[src/rtl/display_pkg.sv]
// Shared screen encodings, FSM states, colour type and player palette for the
// multi-player LED display path.
package display_pkg;
  localparam int PLAYER_MAX = 8;

  typedef enum logic [1:0] {
    SCR_MENU      = 2'd0,
    SCR_COUNTDOWN = 2'd1,
    SCR_RACE      = 2'd2,
    SCR_WINNER    = 2'd3
  } screen_t;

  typedef enum logic [1:0] {
    ST_IDLE = 2'd0,
    ST_SCAN = 2'd1,
    ST_DONE = 2'd2
  } state_t;

  typedef struct packed {
    logic [7:0] g;
    logic [7:0] r;
    logic [7:0] b;
  } rgb_t;

  function automatic rgb_t palette(input logic [2:0] idx, input logic [7:0] lvl);
    rgb_t c;
    c = '0;
    case (idx)
      3'd0: c.g = lvl;
      3'd1: c.r = lvl;
      3'd2: c.b = lvl;
      3'd3: begin c.r = lvl; c.g = lvl; end
      3'd4: begin c.r = lvl; c.b = lvl; end
      3'd5: begin c.g = lvl; c.b = lvl; end
      3'd6: begin c.r = lvl; c.g = lvl; c.b = lvl; end
      default: begin c.r = lvl; c.g = lvl >> 2; end
    endcase
    return c;
  endfunction
endpackage

[src/rtl/display_pixel_renderer.sv]
// Combinational renderer: picks the screen for a snapshot and returns the
// colour of one LED on that screen.
module display_pixel_renderer
  import display_pkg::*;
#(
  parameter int         MAX_POS     = 16,
  parameter int         NUM_PLAYERS = 4,
  parameter int         POS_W       = $clog2(MAX_POS),
  parameter logic [7:0] INTENSITY   = 8'h0F,
  parameter int         BLEND       = 0
) (
  input  logic [NUM_PLAYERS-1:0]       player_ready,
  input  logic [NUM_PLAYERS*POS_W-1:0] player_pos,
  input  logic                         is_in_menu,
  input  logic [2:0]                   countdown,
  input  logic [POS_W-1:0]             index,
  output logic [1:0]                   screen,
  output rgb_t                         rgb
);
  logic                          win_hit;
  logic [$clog2(PLAYER_MAX)-1:0] win_idx;
  rgb_t                          race_rgb;
  rgb_t                          menu_rgb;

  // Descending scan so the lowest qualifying player is the last one written.
  always_comb begin
    win_hit = 1'b0;
    win_idx = '0;
    for (int k = NUM_PLAYERS - 1; k >= 0; k--) begin
      if (player_ready[k] && player_pos[k*POS_W +: POS_W] == POS_W'(MAX_POS - 1)) begin
        win_hit = 1'b1;
        win_idx = 3'(k);
      end
    end
  end

  always_comb begin
    race_rgb = '0;
    menu_rgb = '0;
    for (int k = NUM_PLAYERS - 1; k >= 0; k--) begin
      if (player_ready[k] && player_pos[k*POS_W +: POS_W] == index) begin
        if (BLEND != 0) race_rgb = race_rgb | palette(3'(k), INTENSITY);
        else            race_rgb = palette(3'(k), INTENSITY);
      end
      if (player_ready[k] && index == POS_W'(k)) menu_rgb = palette(3'(k), INTENSITY);
    end
  end

  always_comb begin
    screen = SCR_RACE;
    rgb    = race_rgb;
    if (win_hit) begin
      screen = SCR_WINNER;
      rgb    = palette(win_idx, INTENSITY);
    end else if (is_in_menu) begin
      screen = SCR_MENU;
      rgb    = menu_rgb;
    end else if (countdown != 3'd0) begin
      screen = SCR_COUNTDOWN;
      rgb    = '0;
      if (32'(index) < 32'(countdown)) rgb.r = INTENSITY;
    end
  end
endmodule

[src/rtl/multi_player_display_unit.sv]
// Frame engine: latches redraw requests, snapshots the game inputs at frame
// start and streams one rendered LED frame over a valid/ready handshake.
module multi_player_display_unit
  import display_pkg::*;
#(
  parameter int         MAX_POS     = 16,
  parameter int         NUM_PLAYERS = 4,
  parameter int         POS_W       = $clog2(MAX_POS),
  parameter logic [7:0] INTENSITY   = 8'h0F,
  parameter int         BLEND       = 0
) (
  input  logic                         clk,
  input  logic                         reset_n,
  input  logic [NUM_PLAYERS-1:0]       player_ready,
  input  logic [NUM_PLAYERS*POS_W-1:0] player_pos,
  input  logic [NUM_PLAYERS-1:0]       player_activity,
  input  logic                         menu_activity,
  input  logic                         clear,
  input  logic                         is_in_menu,
  input  logic [2:0]                   countdown,
  output logic [1:0]                   current_screen,
  output logic                         pixel_valid,
  input  logic                         pixel_ready,
  output logic [POS_W-1:0]             pixel_index,
  output logic [7:0]                   pixel_g,
  output logic [7:0]                   pixel_r,
  output logic [7:0]                   pixel_b,
  output logic                         frame_start,
  output logic                         frame_done,
  output logic                         busy,
  output logic [1:0]                   debug_state
);
  // Handshake: a pixel transfers on every rising edge where pixel_valid and
  // pixel_ready are both high; pixel_valid never drops until its beat transfers,
  // and index/colour/frame_start hold while the beat waits.
  state_t                     state_q, state_d;
  logic                       pending_q;
  logic [NUM_PLAYERS-1:0]     snap_ready;
  logic [NUM_PLAYERS*POS_W-1:0] snap_pos;
  logic                       snap_menu;
  logic [2:0]                 snap_cd;
  logic                       req, start, fire, last;
  logic [NUM_PLAYERS-1:0]     r_ready;
  logic [NUM_PLAYERS*POS_W-1:0] r_pos;
  logic                       r_menu;
  logic [2:0]                 r_cd;
  logic [POS_W-1:0]           r_index;
  logic [1:0]                 r_screen;
  rgb_t                       r_rgb;

  assign req   = (|player_activity) | menu_activity | clear;
  assign start = (state_q == ST_IDLE) && (pending_q || req);
  assign fire  = pixel_valid && pixel_ready;
  assign last  = (pixel_index == POS_W'(MAX_POS - 1));

  // On the start edge the renderer sees the live inputs that are being captured,
  // so pixel 0 and the screen come from exactly the snapshot of this frame.
  assign r_ready = start ? player_ready : snap_ready;
  assign r_pos   = start ? player_pos   : snap_pos;
  assign r_menu  = start ? is_in_menu   : snap_menu;
  assign r_cd    = start ? countdown    : snap_cd;
  assign r_index = start ? '0 : pixel_index + POS_W'(1);

  display_pixel_renderer #(
    .MAX_POS(MAX_POS), .NUM_PLAYERS(NUM_PLAYERS), .POS_W(POS_W),
    .INTENSITY(INTENSITY), .BLEND(BLEND)
  ) u_renderer (
    .player_ready(r_ready), .player_pos(r_pos), .is_in_menu(r_menu),
    .countdown(r_cd), .index(r_index), .screen(r_screen), .rgb(r_rgb)
  );

  always_ff @(posedge clk or negedge reset_n) begin
    if (!reset_n) state_q <= ST_IDLE;
    else          state_q <= state_d;
  end

  always_comb begin
    state_d = state_q;
    case (state_q)
      ST_IDLE: if (start) state_d = ST_SCAN;
      ST_SCAN: if (fire && last) state_d = ST_DONE;
      ST_DONE: state_d = ST_IDLE;
      default: state_d = ST_IDLE;
    endcase
  end

  always_comb begin
    busy        = (state_q != ST_IDLE);
    frame_done  = (state_q == ST_DONE);
    debug_state = state_q;
  end

  always_ff @(posedge clk or negedge reset_n) begin
    if (!reset_n) begin
      pending_q      <= 1'b1;
      snap_ready     <= '0;
      snap_pos       <= '0;
      snap_menu      <= 1'b0;
      snap_cd        <= '0;
      current_screen <= '0;
      pixel_valid    <= 1'b0;
      pixel_index    <= '0;
      pixel_g        <= '0;
      pixel_r        <= '0;
      pixel_b        <= '0;
      frame_start    <= 1'b0;
    end else begin
      pending_q <= start ? 1'b0 : (pending_q | req);
      if (start) begin
        snap_ready     <= player_ready;
        snap_pos       <= player_pos;
        snap_menu      <= is_in_menu;
        snap_cd        <= countdown;
        current_screen <= r_screen;
        pixel_valid    <= 1'b1;
        pixel_index    <= '0;
        frame_start    <= 1'b1;
        {pixel_g, pixel_r, pixel_b} <= r_rgb;
      end else if (fire) begin
        frame_start <= 1'b0;
        if (last) begin
          pixel_valid <= 1'b0;
        end else begin
          pixel_index <= r_index;
          {pixel_g, pixel_r, pixel_b} <= r_rgb;
        end
      end
    end
  end
endmodule

[config.mk]
export PLATFORM = sky130hd
export DESIGN_NAME = multi_player_display_unit
export DESIGN_NICKNAME = d
export VERILOG_FILES = /design/src/rtl/display_pkg.sv /design/src/rtl/display_pixel_renderer.sv /design/src/rtl/multi_player_display_unit.sv
export SDC_FILE = /design/constraint.sdc
export NUM_CORES = 1
export LEC_CHECK = 0
export CORE_ASPECT_RATIO = 0.6
export CORE_MARGIN = 2
export CORE_UTILIZATION = 52
export CTS_CLUSTER_DIAMETER = 60
export DETAILED_ROUTE_END_ITERATION = 6
export PLACE_DENSITY = 0.93
export SKIP_CTS_REPAIR_TIMING = 1
export SLEW_MARGIN = 20
export SYNTH_ARGS = -nofsm -noshare
export SYNTH_HDL_FRONTEND = slang
export SYNTH_SLANG_ARGS = --single-unit
export TNS_END_PERCENT = 1
[constraint.sdc]
create_clock -name clk -period 4.6 [get_ports clk]
set_input_delay 0.92 -clock clk [delete_from_list [all_inputs] [get_ports clk]]
set_output_delay 0.92 -clock clk [all_outputs]
set_load 0.02 [all_outputs]
==> flow_metrics.py <==
metrics = {
    "status": {
        "run_status": "finished clean",
    },
    "power": {
        "leakage_nw": 1.36,
        "powerDensity_mw_per_mm2": 702,
        "peakVddDrop_mv": 0.472,
    },
    "synthesis": {
        "synthArstFlopShare": 1.00,
        "postSynthCellCount": 279,
        "synth_area_leaders": "dfrtp_1, nand2_1, buf_4, xnor2_1, xor2_1",
        "synth_top_area_share": 0.377,
        "avgSynthCellArea_um2": 8.81,
        "netlist_area_mm2": 0.00246,
        "synth_flop_cell": "dfrtp_1",
        "synth-edff-count": 0,
        "seq_area_frac_synth": 0.387,
        "ys_types": 53,
        "synth-seq-cells": 38,
        "yosysWarningCount": 0,
        "synth.largest_area_cell": "dfrtp_1",
    },
    "place": {
        "place_area_mm2": 0.00295,
        "dp_slack_ns": 0.835,
        "port_buffers": 56,
        "dp_hpwl_um": 4320,
        "gp_congestion": 0.902,
    },
    "sta": {
        "setup_tns_ns": 0,
        "fin_crit_sh": 0.760,
        "tightest_slew_ns": 0.894,
        "fmax_mhz": 286,
        "period_minus_slack_ns": 3.50,
        "setup_viol_count_final": 0,
        "slew_headroom": 0.404,
        "drv_slew": 0,
        "hold_viol_final": 0,
        "finClkSkew_ns": 0.00459,
        "rsz0062_at_grt": "false",
        "final.setup.worst_slack_ns": 1.10,
    },
    "drt": {
        "drt-initial-drc-count": 150,
        "wl_per_cell_um": 14.9,
        "via_count": 2133,
        "viasPerCell": 5.50,
        "firstDrtPassIters": 5,
        "drc_errors": 0,
        "wirelength_um": 5760,
        "antenna_left": 0,
    },
    "worst_setup_path": {
        "cp-end-kind": "register",
        "worstPathRequired_ns": 4.81,
        "crit_path_start": "player_activity[2]",
        "worstRegToRegCells": 8,
        "cp_max_fo": 25,
        "critPathArrivalTime_ns": 3.71,
        "r2r_end": "pixel_g[2]",
        "rr_startpoint": "debug_state[1]",
        "r2r_slack_ns": 1.69,
        "crit_end": "pixel_r[2]",
        "startpoint_type": "input port",
        "worst-setup-path-type": "in -> reg",
    },
    "die": {
        "initial_utilization": 0.539,
        "die_x_um": 92.8,
        "pin_count": 69,
        "coreArea_mm2": 0.00456,
        "num_rows": 19,
        "die_area_mm2": 0.00531,
        "dieHeight_um": 57.3,
    },
    "hold_path": {
        "hold_path_class": "reg -> reg",
        "hold_depth": 2,
    },
    "clock_network": {
        "numCtsBuffers": 5,
        "cts_htree_levels": 2,
        "cts.clk_slew.worst_paths_ns": 0.08,
        "clock_latency_ns": 0.29,
        "clockBufferDepth": 2,
        "clock_sinks": 38,
        "cts_tree": "built",
        "root_buffer": "clkbuf_8",
    },
    "layout": {
        "final_cell_mix": "nand2_1, clkdlybuf4s50_1, dfrtp_1",
        "multi_input_area_mm2": 0.00132,
        "drive_gt1_frac": 0.0892,
        "regArea_um2": 952,
        "final.fill_count": 367,
        "nets": 361,
        "fin_area_mm2": 0.00306,
        "final_common_cell": "nand2_1",
        "diodes": 0,
        "syn_to_final_growth_pct": 24.5,
    },
    "job": {
        "cap_violations": 0,
    },
    "global_routing": {
        "antenna_found_initial": 0,
        "grt_max_degree": 39,
        "grt_overflow_total": 0,
        "grt_pass1_wl_um": 9300,
        "track_usage": 0.225,
        "grt_pass1_vias": 1953,
    },
}
==> worst max-delay path, stage by stage <==
cell	delay, ns
clkdlybuf4s50_1	0.41
nor4_2	0.40
a21o_1	0.46
buf_4	0.36
mux2i_1	0.29
ha_1	0.28
a21oi_1	0.15
o2111ai_1	0.12
o311a_1	0.14
a21oi_1	0.16
==> cell families (layout without fill, tap and decap cells) <==
logic type | count (synthesis) | after routing | synth area share
flip-flops | 38 | 38 | 0.387
buffers and inverters | 36 | 71 | 0.0931
multiplexers | 7 | 7 | 0.0316
AO/OA/AOI/OAI | 28 | 28 | 0.0936
other | 1 | 12 | 0.00153
AND/OR/NAND/NOR | 144 | 144 | 0.281
XOR/XNOR | 21 | 21 | 0.0911
adder cells (fa/ha/maj) | 4 | 4 | 0.0204
==> report_power, final <==
group          leakage (nW)  switching, mW  internal (mW)
logic                 0.849          0.647          0.557
registers             0.462          0.170          0.494
clock network        0.0514          0.120          0.162
==> cell type report <==
class	count	share of cell area
Clock buffer	6	0.0237
Clock inverter	2	0.0123
Inverter	3	0.00368
Multi-Input combinational cell	216	0.431
Sequential cell	38	0.311
Tap cell	63	0.0257
Timing Repair Buffer	60	0.193
==> Yosys cell counts (all sizes together) (3+ instances only) <==
cell / instances
nand2: 72
dfrtp: 37
buf: 28
nor2: 18
nand3: 13
xnor2: 12
xor2: 8
and3: 7
nor3: 7
a21oi: 6
nor4: 6
clkbuf: 5
nand4: 5
o21ai: 5
ha: 4
mux2i: 4
nor2b: 4
inv: 3
mux2: 3
nor3b: 3
o31ai: 3
or2: 3
==> per-stage QoR <==
step / std cells / total power, mW / utilization / hold WS, ns
floorplan: 290 / 1.53 / - / 0.469
global placement: 380 / 1.81 / 0.647 / 0.452
detailed placement: 380 / 1.86 / 0.647 / 0.464
CTS: 388 / 2.14 / 0.671 / 0.482
global route: 388 / 2.30 / 0.671 / 0.529
finish: 388 / 2.15 / 0.671 / 0.476
==> registers in the layout, summed over array words and instances (netlist names) <==
register,flops
current_screen,2
pixel_g,1
snap_menu,1
frame_start,1
debug_state,2
snap_ready,4
pixel_b,1
pixel_r,1
snap_cd,3
pixel_index,4
snap_pos,16
pending_q,1
pixel_valid,1
==> layer usage <==
layer  GRT usage  up-vias  part of all wire
li1            -     1007                 -
met1       0.324      978              0.45
met2       0.346      132              0.43
met3      0.0555       16              0.10
met4      0.0609        0             0.020
met5           0        -                 0
==> worst min-delay path by stage <==
stage	start	end	slack, ns
after floorplan	snap_cd[0]	snap_cd[0]	0.47
after global placement	current_screen[1]	current_screen[1]	0.45
after detailed placement	current_screen[0]	current_screen[0]	0.46
after CTS	current_screen[0]	current_screen[0]	0.48
after global routing	frame_start	frame_start	0.53
final	current_screen[0]	current_screen[0]	0.48
Note: power is estimated with default switching activity, not from simulation.
